File: config.mk
export PLATFORM = sky130hd
export DESIGN_NAME = johnson_decode_flat
export DESIGN_NICKNAME = d
export VERILOG_FILES = /design/src/rtl/johnson_decode_if.sv /design/src/rtl/johnson_decode.sv /design/src/flat_wrapper.sv
export SDC_FILE = /design/constraint.sdc
export NUM_CORES = 1
export LEC_CHECK = 0
export ABC_CLOCK_PERIOD_IN_PS = 1750
export BUFFER_PORTS_ARGS = -buffer_cell sky130_fd_sc_hd__clkbuf_2
export CAP_MARGIN = 25
export CORE_MARGIN = 8
export CORE_UTILIZATION = 35
export DETAILED_ROUTE_END_ITERATION = 7
export GPL_ROUTABILITY_DRIVEN = 0
export PLACE_DENSITY_LB_ADDON = 0.15
export SETUP_SLACK_MARGIN = 0.15
export SLEW_MARGIN = 10
export SYNTH_ARGS = -nofsm -noshare
export SYNTH_HDL_FRONTEND = slang
export SYNTH_SLANG_ARGS = --single-unit
File: constraint.sdc
create_clock -name i_clk -period 1.75 [get_ports i_clk]
set_input_delay 0.0875 -clock i_clk [delete_from_list [all_inputs] [get_ports i_clk]]
set_output_delay 0.0875 -clock i_clk [all_outputs]
set_load 0.01 [all_outputs]
File: src/rtl/johnson_decode_if.sv
// Bus between a Johnson-code source and johnson_decode: sample strobe, code word and
// error-counter clear going in; decoded index, lock status and error pulses coming out.
interface johnson_decode_if #(
    parameter int ERR_W = 8
);
    logic             en;
    logic [3:0]       jin;
    logic             clr;
    logic [2:0]       idx;
    logic             valid;
    logic             locked;
    logic             seq_err;
    logic             code_err;
    logic [ERR_W-1:0] err_cnt;

    modport master (
        output en, jin, clr,
        input  idx, valid, locked, seq_err, code_err, err_cnt
    );

    modport slave (
        input  en, jin, clr,
        output idx, valid, locked, seq_err, code_err, err_cnt
    );
endinterface

File: src/rtl/johnson_decode.sv
// Decodes a 4-bit Johnson counter word to its index and tracks HUNT/CHECK/LOCKED sequencing.
// Define JOHNSON_DECODE_ERRCNT_EN to build the saturating error counter (else err_cnt is tied to 0).
module johnson_decode #(
    parameter int LOCK_CNT = 2,
    parameter int ERR_W    = 8
) (
    input  logic                   i_clk,
    input  logic                   i_rst,
    johnson_decode_if.slave        bus
);
    typedef enum logic [1:0] {HUNT = 2'd0, CHECK = 2'd1, LOCKED = 2'd2} state_t;

    localparam logic [2:0] LOCK_N = LOCK_CNT[2:0];

    state_t     r_state, w_state_nxt;
    logic [2:0] r_good, w_good_nxt, w_good_inc;
    logic [2:0] r_idx, w_idx_nxt;
    logic       r_valid, w_valid_nxt;
    logic       r_locked, w_locked_nxt;
    logic       r_seq_err, w_seq_err_nxt;
    logic       r_code_err, w_code_err_nxt;
    logic       w_legal;
    logic [2:0] w_dec;
    logic       w_repeat, w_succ;

    always_comb begin
        w_legal = 1'b1;
        w_dec   = 3'd0;
        case (bus.jin)
            4'b0000: w_dec = 3'd0;
            4'b1000: w_dec = 3'd1;
            4'b1100: w_dec = 3'd2;
            4'b1110: w_dec = 3'd3;
            4'b1111: w_dec = 3'd4;
            4'b0111: w_dec = 3'd5;
            4'b0011: w_dec = 3'd6;
            4'b0001: w_dec = 3'd7;
            default: w_legal = 1'b0;
        endcase
    end

    // 3-bit compare so 7 -> 0 counts as a successor
    assign w_repeat   = (w_dec == r_idx);
    assign w_succ     = (w_dec == r_idx + 3'd1);
    assign w_good_inc = r_good + 3'd1;

    always_ff @(posedge i_clk) begin
        if (i_rst) begin
            r_state    <= HUNT;
            r_good     <= 3'd0;
            r_idx      <= 3'd0;
            r_valid    <= 1'b0;
            r_locked   <= 1'b0;
            r_seq_err  <= 1'b0;
            r_code_err <= 1'b0;
        end else begin
            r_state    <= w_state_nxt;
            r_good     <= w_good_nxt;
            r_idx      <= w_idx_nxt;
            r_valid    <= w_valid_nxt;
            r_locked   <= w_locked_nxt;
            r_seq_err  <= w_seq_err_nxt;
            r_code_err <= w_code_err_nxt;
        end
    end

    always_comb begin
        w_state_nxt = r_state;
        w_good_nxt  = r_good;
        if (bus.en) begin
            if (!w_legal) begin
                w_state_nxt = HUNT;
                w_good_nxt  = 3'd0;
            end else begin
                case (r_state)
                    HUNT: begin
                        w_state_nxt = CHECK;
                        w_good_nxt  = 3'd0;
                    end
                    CHECK: begin
                        if (w_repeat) begin
                            w_good_nxt = r_good;
                        end else if (w_succ) begin
                            w_good_nxt = w_good_inc;
                            if (w_good_inc >= LOCK_N)
                                w_state_nxt = LOCKED;
                        end else begin
                            w_good_nxt = 3'd0;
                        end
                    end
                    LOCKED: begin
                        if (!w_repeat && !w_succ) begin
                            w_state_nxt = CHECK;
                            w_good_nxt  = 3'd0;
                        end
                    end
                    default: begin
                        w_state_nxt = HUNT;
                        w_good_nxt  = 3'd0;
                    end
                endcase
            end
        end
    end

    // A repeat decodes to the current idx, so loading w_dec on every legal code is a hold for it
    always_comb begin
        w_idx_nxt      = r_idx;
        w_valid_nxt    = r_valid;
        w_locked_nxt   = r_locked;
        w_seq_err_nxt  = 1'b0;
        w_code_err_nxt = 1'b0;
        if (bus.en) begin
            if (!w_legal) begin
                w_code_err_nxt = 1'b1;
                w_valid_nxt    = 1'b0;
                w_locked_nxt   = 1'b0;
            end else begin
                w_idx_nxt     = w_dec;
                w_valid_nxt   = 1'b1;
                w_locked_nxt  = (w_state_nxt == LOCKED);
                w_seq_err_nxt = (r_state == LOCKED) && (w_state_nxt == CHECK);
            end
        end
    end

    assign bus.idx      = r_idx;
    assign bus.valid    = r_valid;
    assign bus.locked   = r_locked;
    assign bus.seq_err  = r_seq_err;
    assign bus.code_err = r_code_err;

`ifdef JOHNSON_DECODE_ERRCNT_EN
    logic [ERR_W-1:0] r_err_cnt;

    always_ff @(posedge i_clk) begin
        if (i_rst || bus.clr)
            r_err_cnt <= '0;
        else if ((w_seq_err_nxt || w_code_err_nxt) && (r_err_cnt != {ERR_W{1'b1}}))
            r_err_cnt <= r_err_cnt + {{(ERR_W-1){1'b0}}, 1'b1};
    end

    assign bus.err_cnt = r_err_cnt;
`else
    logic w_unused_clr;

    assign w_unused_clr = bus.clr;
    assign bus.err_cnt  = '0;
`endif
endmodule

File: src/flat_wrapper.sv
// flat-port wrapper written by rule: the top's interface ports become plain ports
module johnson_decode_flat 
#(
    parameter int LOCK_CNT = 2,
    parameter int ERR_W    = 8
)
  (i_clk, i_rst, bus_en, bus_jin, bus_clr, bus_idx, bus_valid, bus_locked, bus_seq_err, bus_code_err, bus_err_cnt);
  johnson_decode_if #(.ERR_W(ERR_W)) bus_i ();
  input  logic i_clk;
  input  logic i_rst;
  input wire logic [$bits(bus_i.en)-1:0] bus_en;
  input wire logic [$bits(bus_i.jin)-1:0] bus_jin;
  input wire logic [$bits(bus_i.clr)-1:0] bus_clr;
  output wire logic [$bits(bus_i.idx)-1:0] bus_idx;
  output wire logic [$bits(bus_i.valid)-1:0] bus_valid;
  output wire logic [$bits(bus_i.locked)-1:0] bus_locked;
  output wire logic [$bits(bus_i.seq_err)-1:0] bus_seq_err;
  output wire logic [$bits(bus_i.code_err)-1:0] bus_code_err;
  output wire logic [$bits(bus_i.err_cnt)-1:0] bus_err_cnt;
  assign bus_i.en = bus_en;
  assign bus_i.jin = bus_jin;
  assign bus_i.clr = bus_clr;
  assign bus_idx = bus_i.idx;
  assign bus_valid = bus_i.valid;
  assign bus_locked = bus_i.locked;
  assign bus_seq_err = bus_i.seq_err;
  assign bus_code_err = bus_i.code_err;
  assign bus_err_cnt = bus_i.err_cnt;
  johnson_decode #(.LOCK_CNT(LOCK_CNT), .ERR_W(ERR_W)) u_core (.i_clk(i_clk), .i_rst(i_rst), .bus(bus_i));
endmodule
== Word level (Yosys, flattened, before mapping) ==
Index checks and enable logic that the tools add are counted.

* Flip-flop bits (word level): 12
* Input port bits: 8
* Output and inout bits: 15
* Logic and storage cells: 55

* $add $sub $neg: 2
* Order comparisons: 1
* Equal/unequal tests: 15
* Mux-type cells: 17
* Bitwise gates (word level): 2
* Reductions and logical operators: 11

{| class="wikitable"
|+ Operator list
! cell !! count
|-
| 3-bit case mux with 7 select lines || 1
|-
| 4-bit == test (second input constant) || 4
|-
| 2-bit 2-to-1 mux || 6
|-
| 3-bit 2-to-1 mux || 4
|-
| 8-bit OR reduction || 1
|-
| 3-bit by 1-bit adder with 3-bit output (second input constant) || 2
|-
| 3-bit == test || 2
|-
| 3-bit inequality test (second input constant) || 2
|-
| 2-bit case mux with 3 select lines || 1
|-
| 3-bit case mux with 2 select lines || 1
|-
| 2-bit by 1-bit == test with 1-bit output (second input constant) || 2
|-
| 2-bit == test (second input constant) || 2
|-
| 4-bit by 1-bit == test with 1-bit output (second input constant) || 1
|-
| 4-bit by 2-bit == test with 1-bit output (second input constant) || 1
|-
| 4-bit by 3-bit == test with 1-bit output (second input constant) || 1
|-
| 4-bit zero test || 1
|-
| 1-bit 2-to-1 mux || 4
|-
| 3-bit by 2-bit >= comparator with 1-bit output (second input constant) || 1
|-
| 3-bit AND reduction || 1
|-
| 3-bit OR reduction || 1
|-
| 1-bit logical AND || 2
|-
| 1-bit zero test || 2
|-
| 2-bit zero test || 1
|-
| 1-bit NOT || 2
|-
| 2 further kinds || 2
|}

== Depth between registers and ports, before layout ==
* Depth after elaboration: 11
* Depth in mapped cells: 8

== Worst setup path before layout ==
No wires, ideal clock.

* Path type: input to register
* Start: input bus_jin[3]
* End: register u_core.r_seq_err, in the netlist u_core.bus.seq_err
* Arrival: 1.785 ns
* Data required time: 1.634 ns
* Slack: -0.150 ns
* Stages on the path: 7
* Path buffers: 1
* Cells stage by stage: buf_6 -> nand2b_1 -> o22a_1 -> mux4_2 -> o221a_1 -> o32a_1 -> and3_1

* Longest elaborated chain between the ends: 11
* Elaborated cells between the ends (all ways): 26
* Classes of those cells: eq/ne: 10; mux: 8; bitwise: 1; reduce/logical: 7

{| class="wikitable"
|+ RTL lines
! what !! RTL line !! source
|-
| from (decl) || flat_wrapper.sv:12 || <nowiki>input wire logic [$bits(bus_i.jin)-1:0] bus_jin;</nowiki>
|-
| 4-bit by 1-bit == test with 1-bit output (tied with other cells) || johnson_decode.sv:29 || <nowiki>case (bus.jin)</nowiki>
|-
| 3-bit case mux with 7 select lines || johnson_decode.sv:29 ||
|-
| 3-bit == test (on tied branches) || johnson_decode.sv:43, johnson_decode.sv:44 ||
|-
| 1-bit zero test || johnson_decode.sv:92 || <nowiki>if (!w_repeat && !w_succ) begin</nowiki>
|-
| 1-bit logical AND || johnson_decode.sv:92 ||
|-
| 2-bit 2-to-1 mux || johnson_decode.sv:92 ||
|-
| 2-bit case mux with 3 select lines || johnson_decode.sv:75 || <nowiki>case (r_state)</nowiki>
|-
| 2-bit 2-to-1 mux || johnson_decode.sv:71 || <nowiki>if (!w_legal) begin</nowiki>
|-
| 2-bit 2-to-1 mux || johnson_decode.sv:70 || <nowiki>if (bus.en) begin</nowiki>
|-
| 2-bit by 1-bit == test with 1-bit output || johnson_decode.sv:122 || <nowiki>w_seq_err_nxt = (r_state == LOCKED) && (w_state_nxt == CHECK);</nowiki>
|-
| 1-bit logical AND || johnson_decode.sv:122 ||
|-
| to (signal assigned) || johnson_decode.sv:62 || <nowiki>r_seq_err <= w_seq_err_nxt;</nowiki>
|-
| to (decl) || johnson_decode.sv:20 || <nowiki>logic r_seq_err, w_seq_err_nxt;</nowiki>
|}

Parallel ways exist; a longest one is shown, timed or not.
A chain may end at the register's enable or synchronous reset.

== Worst setup path after layout ==
* Start: register u_core.r_idx[0], in the netlist u_core.bus.idx[0]
* End: register u_core.r_seq_err, in the netlist u_core.bus.seq_err

* Longest elaborated chain between the ends: 10
* Elaborated cells between the ends (all ways): 14
* Classes of those cells: add/sub: 1; eq/ne: 3; mux: 6; reduce/logical: 4

{| class="wikitable"
|+ RTL lines
! what !! RTL line !! source
|-
| from (decl) || johnson_decode.sv:17 || <nowiki>logic [2:0] r_idx, w_idx_nxt;</nowiki>
|-
| from (signal assigned) || johnson_decode.sv:59 || <nowiki>r_idx <= w_idx_nxt;</nowiki>
|-
| 3-bit by 1-bit adder with 3-bit output || johnson_decode.sv:44 || <nowiki>assign w_succ = (w_dec == r_idx + 3'd1);</nowiki>
|-
| 3-bit == test || johnson_decode.sv:44 ||
|-
| 1-bit zero test || johnson_decode.sv:92 ||
|-
| 1-bit logical AND || johnson_decode.sv:92 ||
|-
| 2-bit 2-to-1 mux || johnson_decode.sv:92 ||
|-
| 2-bit case mux with 3 select lines * || johnson_decode.sv:75 ||
|-
| 2-bit 2-to-1 mux * || johnson_decode.sv:71 ||
|-
| 2-bit 2-to-1 mux * || johnson_decode.sv:70 ||
|-
| 2-bit by 1-bit == test with 1-bit output * || johnson_decode.sv:122 ||
|-
| 1-bit logical AND * || johnson_decode.sv:122 ||
|}

Every way passes the cells marked *; elsewhere a longest branch is shown, timed or not.

==> results.cfg <==
[status]
status = finished clean

[critical_path]
path_max_fanout = 4
critPathKind = reg -> reg
cp_top_family = compound AO/OA/AOI/OAI gates
cp_cell_sequence = mux4_2 > o221a_1 > o32a_1 > and3_1
crit_slowest_cell = mux4_2
max_stage_delay_ps = 540
start_kind = register
cp.arrival_ps = 1900
cp.required_ps = 1930
critPathCaptureType = register
critPathBufInv = 0

[timing]
hold_viol_final = 0
rsz0062_at_grt = true
fin_worst_skew_ps = 1.47
fin_ws_ps = 30.1
timing.fmax_ghz = 0.581
fin_crit_ps = 1720
drv_slew = 0
final.period_utilization_pct = 98.3
finalSetupViolCount = 0

[layout]
antenna_cells = 0
drive_gt1_share_pct = 31.3
multi_input_area_um2 = 684
nets = 159
syn2layout_area_growth_pct = 23.0
fillers = 276
final_area_mm2 = 0.00122
ff_latch_area_um2 = 243

[synthesis]
yosys-top-cells-area = dfxtp_1 24%, buf_4 6.0%, mux2i_1 5.0%
synth_top_cell_area_share_pct = 24.1
synth-async-reset-ratio_pct = 0
synth_cell_type_count = 42
avgSynthCellArea_um2 = 8.30
yosysMostFrequentCell = dfxtp_1
yosysSeqAreaShare_pct = 24.1
synth_area_um2 = 996
yosysWarnings = 0
syn_inst = 120
yosysTopAreaCell = dfxtp_1
synth_common_cells = 12 x dfxtp_1, 9 x nand2_1, 9 x nor2_1
synth_edf_count = 0
synth-main-ff-cell = dfxtp_1
ys_ff_latch = 12

[clocking]
cts_root_buffer = clkbuf_4
holdBufCountCts = 0
clk_latency_ps = 270
clock_path_buffers = 2
cts_tree = done
numCtsBuffers = 3
clkSlewWorstSetupHoldPaths_ps = 80
numClockSinks = 12
htreeDepth = 1
cts_setup_buffers = 0

[global_routing]
grt_max_degree = 14
grt_pass1_wl_um = 4220
track_usage_pct = 10.1
grt_pass1_vias = 943
antenna_found_initial = 0
global_route.overflow_total = 0

[drt]
vias = 924
wl_per_cell_um = 12.9
drt-total-wl_um = 2300
drtIter0Drc = 32
via_per_inst = 5.19
drtPass1Iterations = 4
drcViolationCount = 0
ant_nets = 0

[die]
io-pin-count = 23
chipWidth_um = 69.3
rows = 19
coreArea_mm2 = 0.00273
chipHeight_um = 69.3
initial_core_util_pct = 36.4
die_area_mm2 = 0.00481

[place]
dpl.hpwl_um = 1840
dpl_cell_area_mm2 = 0.00118
dp_worst_setup_slack_ps = -202
io_buffers = 13

[power]
pwr_density_cell_mw_per_mm2 = 588
p_leak_nw = 0.565
peakVddDrop_mv = 0.514

[run]
max_cap_viol_count = 0

[worst_hold_path]
hp-class = in -> reg
[area by class of cell]
class	instances	share of cell area, %
inverter	6	1.84
timing repair buffer	31	16.3
tap	31	3.17
sequential	12	19.8
clock buffer	4	2.96
multi-input combinational	94	55.9
[through the flow]
| step | util, % | setup TNS (ps) | hold WS, ps | power [mW] | std cells |
|---|---|---|---|---|---|
| finish | 44.8 | 0 | 164 | 0.721 | 178 |
| global route | 44.8 | -33.4 | 181 | 0.769 | 178 |
| CTS | 44.8 | 0 | 173 | 0.733 | 178 |
| detailed placement | 43.2 | -961 | 456 | 0.500 | 174 |
| global placement | 43.2 | -768 | 446 | 0.498 | 174 |
| floorplan | - | -66.1 | 295 | 0.441 | 127 |
[layout by cell type (no fill, tap or decap), types with 2 or more instances in the layout]
cell type / n
mux4_2: 2
a21oi_1: 3
conb_1: 8
nand3_2: 2
dfxtp_1: 10
nand2b_1: 6
nor2_1: 9
a31oi_1: 2
clkbuf_4: 3
a22oi_1: 2
nor3_1: 2
nand3_1: 2
dfxtp_2: 2
o22ai_1: 3
ha_1: 3
mux2_1: 3
xnor2_1: 2
o32ai_1: 2
buf_4: 18
clkbuf_2: 13
a221oi_1: 2
nand3b_1: 3
nor2b_1: 5
nand2_1: 9
mux2i_1: 5
inv_1: 6
[kinds of logic (layout without fill, tap and decap cells)]
kind of cell / after synthesis / count (layout) / synth area share, %
fa+ha+maj: 3 / 3 / 3.77
other cells: 1 / 8 / 0.377
compound gates: 25 / 25 / 18.5
simple gates: 44 / 44 / 23.0
mux: 10 / 10 / 12.9
buf+inv: 21 / 41 / 12.4
xor+xnor: 4 / 4 / 4.90
flops: 12 / 12 / 24.1
[report_power, final]
group / switching, mW / total (mW) / leakage, nW / internal [mW]
sequential: 0.00773 / 0.289 / 0.0984 / 0.282
combinational: 0.107 / 0.208 / 0.446 / 0.100
clock: 0.0974 / 0.224 / 0.0210 / 0.127
total: 0.212 / 0.721 / 0.565 / 0.508
[flip-flops by register name, summed over array words and instances, names as in the netlist]
signal and flops:
u_core.bus.idx 3, u_core.bus.code_err 1, u_core.r_good 3, u_core.bus.seq_err 1
u_core.r_state 2, u_core.bus.locked 1, u_core.bus.valid 1
[layer usage]
layer | share of wire, % | GRT usage [%] | up-vias
met5 | 0 | 0 | -
li1 | - | - | 467
met3 | 6.9 | 4.58 | 0
met2 | 45 | 16.1 | 26
met1 | 48 | 12.3 | 431
met4 | 0 | 1.37 | 0
[worst paths after layout]
kind | from | to | slack [ps] | cells after the start
worst max-delay path | u_core.bus.idx[0] | u_core.bus.seq_err | 30 | 4
worst min-delay path | i_rst | u_core.bus.valid | 160 | 2
worst max register to register | u_core.bus.idx[0] | u_core.bus.seq_err | 30 | 4
worst min register to register | u_core.bus.valid | u_core.bus.valid | 460 | 2
[timing repair]
item | 4_1_cts | 5_1_grt
pin swaps | 2 | 1
resized for setup | 1 | 1
endpoints found under the setup margin | 7 | 7
Note: power is estimated with default switching activity, not from simulation.
